**src/rtl/tetris_input_sched_if.sv**
```systemverilog
// tetris_input_sched_if
//   Command-side bundle for the input scheduler.
//   enable     : game active; low flushes the scheduler
//   press      : one-cycle press pulses {rot, down, left, right}
//   rel        : one-cycle release pulses, same bit order.
//                ("release" is a reserved word, hence the short name.)
//   cmd_valid  : command available
//   cmd_code   : 3 = rotate, 2 = down, 1 = left, 0 = right
//   cmd_ready  : consumer accepts on cmd_valid && cmd_ready at the clk edge
//   master = debouncers + game FSM side, slave = scheduler.
interface tetris_input_sched_if;
   logic       enable;
   logic [3:0] press;
   logic [3:0] rel;
   logic       cmd_valid;
   logic [1:0] cmd_code;
   logic       cmd_ready;

   modport master (output enable, press, rel, cmd_ready,
                   input  cmd_valid, cmd_code);
   modport slave  (input  enable, press, rel, cmd_ready,
                   output cmd_valid, cmd_code);
endinterface

```
**src/rtl/tetris_input_sched.sv**
```systemverilog
// tetris_input_sched
//   Turns debounced press/release pulses of four buttons into a single
//   stream of move commands with delayed auto-shift (DAS) and auto-repeat
//   (ARR), arbitrated by fixed priority rot > down > left > right and
//   handed out over a valid/ready handshake.
//
//   Ports:
//     clk    : system clock
//     rst_n  : asynchronous active-low reset
//     bus    : tetris_input_sched_if.slave (enable, press, rel,
//              cmd_valid, cmd_code, cmd_ready)
//
//   Optional feature macro: INPUT_SCHED_LASTWIN_EN
//     defined   : left/right are mutually exclusive, the newest press wins
//                 (left wins a same-cycle tie); the loser's FSM and pending
//                 bit are cleared.
//     undefined : left and right run fully independent FSMs.

// Per-button DAS/ARR state machine with its one-deep pending bit.
module tetris_btn_fsm #(
   parameter int unsigned DAS_TICKS = 16,
   parameter int unsigned ARR_TICKS = 4,
   parameter bit          REPEAT_EN = 1'b1
) (
   input  logic clk,
   input  logic rst_n,
   input  logic enable,
   input  logic tick,
   input  logic press,
   input  logic rel,
   input  logic kill,    // forced flush from the other side of a left/right pair
   input  logic grant,   // arbiter took this button's pending request
   output logic pend
);
   typedef enum logic [1:0] {IDLE, DAS, REPEAT} state_t;

   state_t     state;
   logic [7:0] cnt;
   logic       fire;
   logic       set_evt;

   // A timer expiry only creates an event if the button is not being let go
   // in the same cycle; press always creates one.
   assign fire    = tick && (state != IDLE) && (cnt == 8'd1);
   assign set_evt = press || (!rel && fire);

   always_ff @(posedge clk or negedge rst_n) begin
      if (!rst_n) begin
         state <= IDLE;
         cnt   <= 8'd0;
         pend  <= 1'b0;
      end else if (!enable || kill) begin
         state <= IDLE;
         cnt   <= 8'd0;
         pend  <= 1'b0;
      end else begin
         // set beats grant: a new event arriving while the old one is taken
         // must still be delivered.
         pend <= set_evt || (pend && !grant);
         if (press) begin
            // press wins over a simultaneous release; also restarts DAS
            if (REPEAT_EN) begin
               state <= DAS;
               cnt   <= 8'(DAS_TICKS);
            end
         end else if (rel) begin
            state <= IDLE;
            cnt   <= 8'd0;
         end else if (tick && state != IDLE) begin
            if (cnt == 8'd1) begin
               state <= REPEAT;
               cnt   <= 8'(ARR_TICKS);
            end else begin
               cnt <= cnt - 8'd1;
            end
         end
      end
   end
endmodule

module tetris_input_sched #(
   parameter int unsigned TICK_DIV    = 250000,
   parameter int unsigned DAS_TICKS   = 16,
   parameter int unsigned ARR_TICKS   = 4,
   parameter logic [3:0]  REPEAT_MASK = 4'b0111
) (
   input  logic                 clk,
   input  logic                 rst_n,
   tetris_input_sched_if.slave  bus
);
   localparam int NUM_BTN = 4;
   localparam int PW      = (TICK_DIV > 2) ? $clog2(TICK_DIV) : 1;

   logic [PW-1:0]      presc;
   logic               tick;
   logic [NUM_BTN-1:0] pend;
   logic [NUM_BTN-1:0] grant;
   logic [NUM_BTN-1:0] kill;
   logic [1:0]         pick;
   logic               any;
   logic               load;
   logic               valid_q;
   logic [1:0]         code_q;

   // Timing prescaler; free-running, independent of enable.
   assign tick = (presc == PW'(TICK_DIV - 1));

   always_ff @(posedge clk or negedge rst_n) begin
      if (!rst_n)    presc <= '0;
      else if (tick) presc <= '0;
      else           presc <= presc + PW'(1);
   end

`ifdef INPUT_SCHED_LASTWIN_EN
   // bit 1 = left, bit 0 = right; left wins a same-cycle tie
   assign kill = {2'b00, bus.press[0] && !bus.press[1], bus.press[1]};
`else
   assign kill = '0;
`endif

   for (genvar i = 0; i < NUM_BTN; i++) begin : g_btn
      tetris_btn_fsm #(
         .DAS_TICKS (DAS_TICKS),
         .ARR_TICKS (ARR_TICKS),
         .REPEAT_EN (REPEAT_MASK[i])
      ) u_btn (
         .clk    (clk),
         .rst_n  (rst_n),
         .enable (bus.enable),
         .tick   (tick),
         .press  (bus.press[i]),
         .rel    (bus.rel[i]),
         .kill   (kill[i]),
         .grant  (grant[i]),
         .pend   (pend[i])
      );
   end

   // Fixed priority: highest index wins (ascending scan, last hit kept).
   always_comb begin
      pick = 2'd0;
      for (int i = 0; i < NUM_BTN; i++)
         if (pend[i]) pick = 2'(i);
   end

   assign any   = |pend;
   assign load  = !valid_q || bus.cmd_ready;
   assign grant = (bus.enable && load && any) ? (4'(1) << pick) : '0;

   // Output register; holds code stable under backpressure.
   always_ff @(posedge clk or negedge rst_n) begin
      if (!rst_n) begin
         valid_q <= 1'b0;
         code_q  <= 2'd0;
      end else if (!bus.enable) begin
         // flush without waiting for a handshake
         valid_q <= 1'b0;
      end else if (load) begin
         valid_q <= any;
         if (any) code_q <= pick;
      end
   end

   assign bus.cmd_valid = valid_q;
   assign bus.cmd_code  = code_q;
endmodule

```
**src/flat_wrapper.sv**
```systemverilog
// flat-port wrapper written by rule: the top's interface ports become plain ports
module tetris_input_sched_flat 
#(
   parameter int unsigned TICK_DIV    = 250000,
   parameter int unsigned DAS_TICKS   = 16,
   parameter int unsigned ARR_TICKS   = 4,
   parameter logic [3:0]  REPEAT_MASK = 4'b0111
)
  (clk, rst_n, bus_enable, bus_press, bus_rel, bus_cmd_ready, bus_cmd_valid, bus_cmd_code);
  tetris_input_sched_if bus_i ();
  input  logic clk;
  input  logic rst_n;
  input wire logic [$bits(bus_i.enable)-1:0] bus_enable;
  input wire logic [$bits(bus_i.press)-1:0] bus_press;
  input wire logic [$bits(bus_i.rel)-1:0] bus_rel;
  input wire logic [$bits(bus_i.cmd_ready)-1:0] bus_cmd_ready;
  output wire logic [$bits(bus_i.cmd_valid)-1:0] bus_cmd_valid;
  output wire logic [$bits(bus_i.cmd_code)-1:0] bus_cmd_code;
  assign bus_i.enable = bus_enable;
  assign bus_i.press = bus_press;
  assign bus_i.rel = bus_rel;
  assign bus_i.cmd_ready = bus_cmd_ready;
  assign bus_cmd_valid = bus_i.cmd_valid;
  assign bus_cmd_code = bus_i.cmd_code;
  tetris_input_sched #(.TICK_DIV(TICK_DIV), .DAS_TICKS(DAS_TICKS), .ARR_TICKS(ARR_TICKS), .REPEAT_MASK(REPEAT_MASK)) u_core (.clk(clk), .rst_n(rst_n), .bus(bus_i));
endmodule
```
**config.mk**
```make
export PLATFORM = sky130hd
export DESIGN_NAME = tetris_input_sched_flat
export DESIGN_NICKNAME = d
export VERILOG_FILES = /design/src/rtl/tetris_input_sched_if.sv /design/src/rtl/tetris_input_sched.sv /design/src/flat_wrapper.sv
export SDC_FILE = /design/constraint.sdc
export NUM_CORES = 1
export LEC_CHECK = 0
export ABC_CLOCK_PERIOD_IN_PS = 5000
export CAP_MARGIN = 20
export CORE_ASPECT_RATIO = 1.5
export CORE_MARGIN = 5
export CORE_UTILIZATION = 56
export CTS_CLUSTER_SIZE = 12
export DETAILED_ROUTE_END_ITERATION = 12
export MAX_ROUTING_LAYER = met4
export PLACE_DENSITY = 0.75
export SYNTH_ARGS = -nofsm -noshare
export SYNTH_HDL_FRONTEND = slang
export SYNTH_SLANG_ARGS = --single-unit
export TNS_END_PERCENT = 100
```
**constraint.sdc**
```tcl
create_clock -name clk -period 5 [get_ports clk]
set_input_delay 0.5 -clock clk [delete_from_list [all_inputs] [get_ports clk]]
set_output_delay 0.5 -clock clk [all_outputs]
set_load 0.03 [all_outputs]
```
-- Word-level counts from Yosys, hierarchy flattened
Cells that the tools add are included.
- reduce and logical (&&, ||, !) cells: 47
- equal/unequal tests: 15
- shift operators: 1
- mux-type cells: 51
- add/sub/neg operators: 5
- operators by type and width (cell ; count):
    2-to-1 mux 8 bit ; 20
    2-to-1 mux 2 bit ; 22
    equality test 8 x 1 -> 1 bit, second input constant ; 4
    subtractor 8 x 1 -> 8 bit, second input constant ; 4
    != test 4 x 1 -> 1 bit, second input constant ; 6
    adder 18 x 1 -> 18 bit, second input constant ; 1
    equality test 18 bit, second input constant ; 1
    logical AND 1 bit ; 18
    2-to-1 mux 18 bit ; 1
    zero test 1 bit ; 9
    logical OR 1 bit ; 9
    AND reduction 2 bit ; 4
    nonzero test 2 bit ; 4
    2-to-1 mux 1 bit ; 7
    != test 3 x 1 -> 1 bit, second input constant ; 2
    AND reduction 3 bit ; 2
    2-to-1 mux 4 bit ; 1
    OR reduction 4 bit ; 1
    left shift 1 x 2 -> 4 bit, first input constant ; 1
    != test 2 x 1 -> 1 bit, second input constant ; 1
    != test 2 bit, second input constant ; 1
- input port bits: 12
- word-level logic and storage cells: 134
- register bits after elaboration: 65
- output and inout bits: 3

-- Depth between registers and ports, before layout
- word-level depth: 9
- gate-level depth with buffers: 8
- mapped depth without buffers: 7

-- Cells and area by module
From an unflattened synthesis, not the netlist that was laid out.
- cell total of the unflattened synthesis: 384
- area, all modules: 3613.5 sq um
- by module, submodules not included (module ; seq. area each (sq um) ; cells an instance ; area each (sq um) ; instances):
    tetris_btn_fsm (u_core.g_btn[0].u_btn ...) ; 275.3 ; 71 ; 649.4 ; 3
    tetris_input_sched ; 525.5 ; 104 ; 1057.3 ; 1
    tetris_btn_fsm (u_core.g_btn[3].u_btn) ; 250.2 ; 67 ; 608.1 ; 1

-- Worst setup path after synthesis
Ideal clock, no wire load.
- kind: reg2reg
- from: reg u_core.presc[0]
- to: reg u_core.g_btn[3].u_btn.cnt[2]
- stages on the path, launching flop included: 9
- data arrival time: 1.790 ns
- period minus slack after synthesis: 1.911 ns
- path buffers: 2
- slack: 3.089 ns
- required time: 4.879 ns
- setup time: 0.121 ns
- cell sequence: dfrtp_1 ha_1 and3_1 and3_1 buf_4 a31oi_1 buf_2 nor2_1 o22a_1
- longest elaborated chain between the ends: 4
- ends and longest elaborated chain (element ; RTL line ; source):
    from (decl) ; tetris_input_sched.sv:94 ; logic [PW-1:0] presc;
    from (signal assigned) ; tetris_input_sched.sv:111 ; else presc <= presc + PW'(1);
    equality test 18 bit ; tetris_input_sched.sv:106 ; assign tick = (presc == PW'(TICK_DIV - 1));
    logical AND 1 bit ; tetris_input_sched.sv:69 ; end else if (tick && state != IDLE) begin
    != test 3 x 1 -> 1 bit (no line) ; -- ;
    AND reduction 2 bit (no line) ; -- ;
    to (signal assigned) ; tetris_input_sched.sv:64 ; cnt <= 8'(DAS_TICKS);
    to (signal assigned) ; tetris_input_sched.sv:72 ; cnt <= 8'(ARR_TICKS);
    to (signal assigned) ; tetris_input_sched.sv:74 ; cnt <= cnt - 8'd1;
    to (decl) ; tetris_input_sched.sv:38 ; logic [7:0] cnt;
No other way between the ends.
A chain may end at the register's enable or synchronous reset.

-- Final worst setup path
- from: reg u_core.presc[0]
- to: reg u_core.g_btn[3].u_btn.cnt[5]
Same word-level chain as after synthesis.

==> results_dict.tcl <==
set metrics [dict create \
    synth_cells 365 \
    ys.flop_type "dfrtp_1" \
    crit_required_ns 5.23 \
    place.gp.congestion 0.811 \
    relSlewSlack_pct 34.5 \
    synth_most_common_cell "dfrtp_1" \
    ios 15 \
    grt_overflow 0 \
    pwr-share-comb_pct 10.4 \
    drive_gt1_share_pct 8.31 \
    worst-path-max-fanout 14 \
    period_needed_ns 2.47 \
    critPathKind "flop to flop" \
    antenna_cells 0 \
    synth_nets 386 \
    synthTopCellsByCount "dfrtp_1 (64), nor2_1 (34), nand2_1 (31)" \
    ys_async_sr_fraction_pct 100 \
    clkPwrFrac_pct 38.7 \
    crit_path_end_kind "flop" \
    syn_area_um2 3440 \
    cts_made_buffers 9 \
    synth_warnings 0 \
    arrival_ns 2.69 \
    drtAntennaViolNets 0 \
    hold_violations 0 \
    finalInstanceArea_um2 3820 \
    tightest_slew_ns 0.978 \
    drtIter0Drc 165 \
    min_path_type "primary input to asynchronous set/reset pin" \
    routed_wl_um 7100 \
    cts_sinks 64 \
    dp_hpwl_um 5020 \
    netSwitchingPower_uw 285 \
    grt_antenna_before_repair 0 \
    fin_crit_sh_pct 49.3 \
    fp.dieW_um 74.0 \
    core_um2 6040 \
    seqPwrFrac_pct 50.9 \
    floorplan.initialDensity_pct 56.9 \
    fp.dieH_um 106 \
    drv_cap 0 \
    p_int_uw 801 \
    yosysTopAreaCell "dfrtp_1" \
    track_usage_pct 20.1 \
    max-vdd-ir-drop_uv 200 \
    grt_max_degree 65 \
    clockBufferDepth 2 \
    grt_pass1_wl_um 12100 \
    start_kind "flop" \
    cts_hold_buf 0 \
    placed_cell_area_um2 3620 \
    fin_tns_setup_ns 0 \
    dieArea_um2 7840 \
    grt_pass1_vias 2684 \
    port_buffers 14 \
    syn-mean-instance-area_um2 9.42 \
    synth_cell_types 56 \
    clk_latency_ns 0.34 \
    swShare_pct 26.2 \
    rows 35 \
    routedWlPerCell_um 15.5 \
    vias 2796 \
    synth_seq_cells 64 \
    nets 401 \
    cts_root_buffer "clkbuf_8" \
    drt_pass1_iterations 4 \
    r2r_slack_ns 2.53 \
    ctsHtreeMaxLevel 3 \
    clkTransAtPathRegs_ns 0.07 \
    route.detailed.drc 0 \
    slew_viol_final 0 \
    synth_area_leaders "dfrtp_1 (47%), a21oi_1 (4.1%), nor2_1 (3.7%)" \
    timing.fmax_mhz 405 \
    syn_to_final_growth_pct 11.0 \
    setup_viol 0 \
    power_leakage_uw 0.00159 \
    vias_per_cell 6.09 \
    fillers 505 \
    rsz0062_at_grt "false" \
    synth-edff-count 0 \
    place_ws_ns 2.43 \
    cts_tree "built" \
    postCtsSetupRepairBufs 0 \
    p_per_area_nw_per_um2 285 \
    finClkSkew_ns 0.0127 \
    yosys.area.top_type_share_pct 46.6 \
    ctsResizeCount 0 \
    outcome "completed" \
    postLayoutSetupSlackWorst_ns 2.53 \
    yosysSeqAreaShare_pct 46.6 \
]
==> worst paths after layout <==
check,startpoint,end,cells after the start
worst max-delay path,u_core.presc[0]$_DFF_PN0_,u_core.g_btn[3].u_btn.cnt[5]$_DFFE_PN0P_,6
worst min-delay path,rst_n,u_core.g_btn[3].u_btn.cnt[3]$_DFFE_PN0P_,2
worst max register to register,u_core.presc[0]$_DFF_PN0_,u_core.g_btn[3].u_btn.cnt[5]$_DFFE_PN0P_,6
worst min register to register,u_core.presc[0]$_DFF_PN0_,u_core.presc[0]$_DFF_PN0_,1
max in group asynchronous,rst_n,u_core.g_btn[1].u_btn.cnt[1]$_DFFE_PN0P_,2
min in group clk,u_core.presc[0]$_DFF_PN0_,u_core.presc[0]$_DFF_PN0_,1
==> power groups by stage <==
| stage | clock (uW) | combinational [uW] | sequential (uW) |
|---|---|---|---|
| detailed placement | 0 | 114 | 563 |
| CTS | 431 | 114 | 553 |
| global route | 454 | 127 | 556 |
| floorplan | 0 | 64.2 | 566 |
| finish | 420 | 113 | 553 |
| global placement | 0 | 111 | 562 |
==> worst max-delay path: stages, from the launching register on <==
cell and delay [ns]:
dfrtp_1 0.40, ha_1 0.24, and3_1 0.20, and3_1 0.29
a31oi_1 0.84, nor4_1 0.13, a211o_1 0.25
==> state kept, by name (all words and copies together), names as in the netlist <==
| signal | flops |
|---|---|
| u_core.bus.cmd_valid | 1 |
| u_core.bus.cmd_code | 2 |
| u_core.presc | 18 |
| u_core.g_btn.u_btn.state | 7 |
| u_core.g_btn.u_btn.pend | 4 |
| u_core.g_btn.u_btn.cnt | 32 |
==> per-layer routing <==
metal	routed length, um	up-vias	GRT usage [%]	part of all wire (%)
met4	146	0	7.77	2.1
met1	2970	1354	24.0	42
met2	3710	59	33.0	52
met5	0	-	-	0
li1	-	1369	-	-
met3	268	14	4.07	3.8
==> final cells by class <==
type / instances / area, um^2 / share of cell area, %
inverters: 11 / 41.3 / 1.08
clock inverters: 4 / 27.5 / 0.721
well taps: 74 / 92.6 / 2.43
repair buffers: 15 / 143 / 3.74
multi-input cells: 279 / 1750 / 45.7
clock buffers: 12 / 165 / 4.33
flip-flops and latches: 64 / 1600 / 42.0
==> cell usage in the layout, fill, tap and decap left out, drive strengths merged, types with 6 or more instances in the layout <==
| master | netlist | layout |
|---|---|---|
| dfrtp | 64 | 64 |
| xnor2 | 9 | 9 |
| clkdlybuf4s50 | 0 | 13 |
| or3 | 11 | 11 |
| nor3 | 13 | 13 |
| o21ai | 24 | 24 |
| nand2 | 32 | 32 |
| inv | 11 | 11 |
| nor4b | 6 | 6 |
| nor4 | 6 | 6 |
| a21oi | 28 | 28 |
| or4 | 14 | 14 |
| ha | 9 | 9 |
| nand3 | 16 | 16 |
| nor2 | 34 | 34 |
| nand2b | 7 | 7 |
| clkbuf | 5 | 12 |
==> cell families (layout without fill, tap and decap cells) <==
| family | Yosys count | after routing | synth area share (%) |
|---|---|---|---|
| adder cells (fa/ha/maj) | 9 | 9 | 3.28 |
| AND/OR/NAND/NOR | 175 | 175 | 29.5 |
| multiplexers | 2 | 2 | 0.582 |
| XOR/XNOR | 13 | 13 | 3.31 |
| flip-flops | 64 | 64 | 46.6 |
| buffers and inverters | 22 | 42 | 2.62 |
| AO/OA/AOI/OAI | 80 | 80 | 14.1 |
==> metrics by stage <==
step	power, uW	util, %	hold slack (ns)	std cells
2_1_floorplan	631	-	0.204	365
3_3_place_gp	673	60.0	0.462	443
3_5_place_dp	677	60.0	0.475	443
4_1_cts	1100	63.1	0.355	459
5_1_grt	1140	63.1	0.395	459
6_report	1090	63.1	0.321	459
Note: power is estimated with default switching activity, not from simulation.
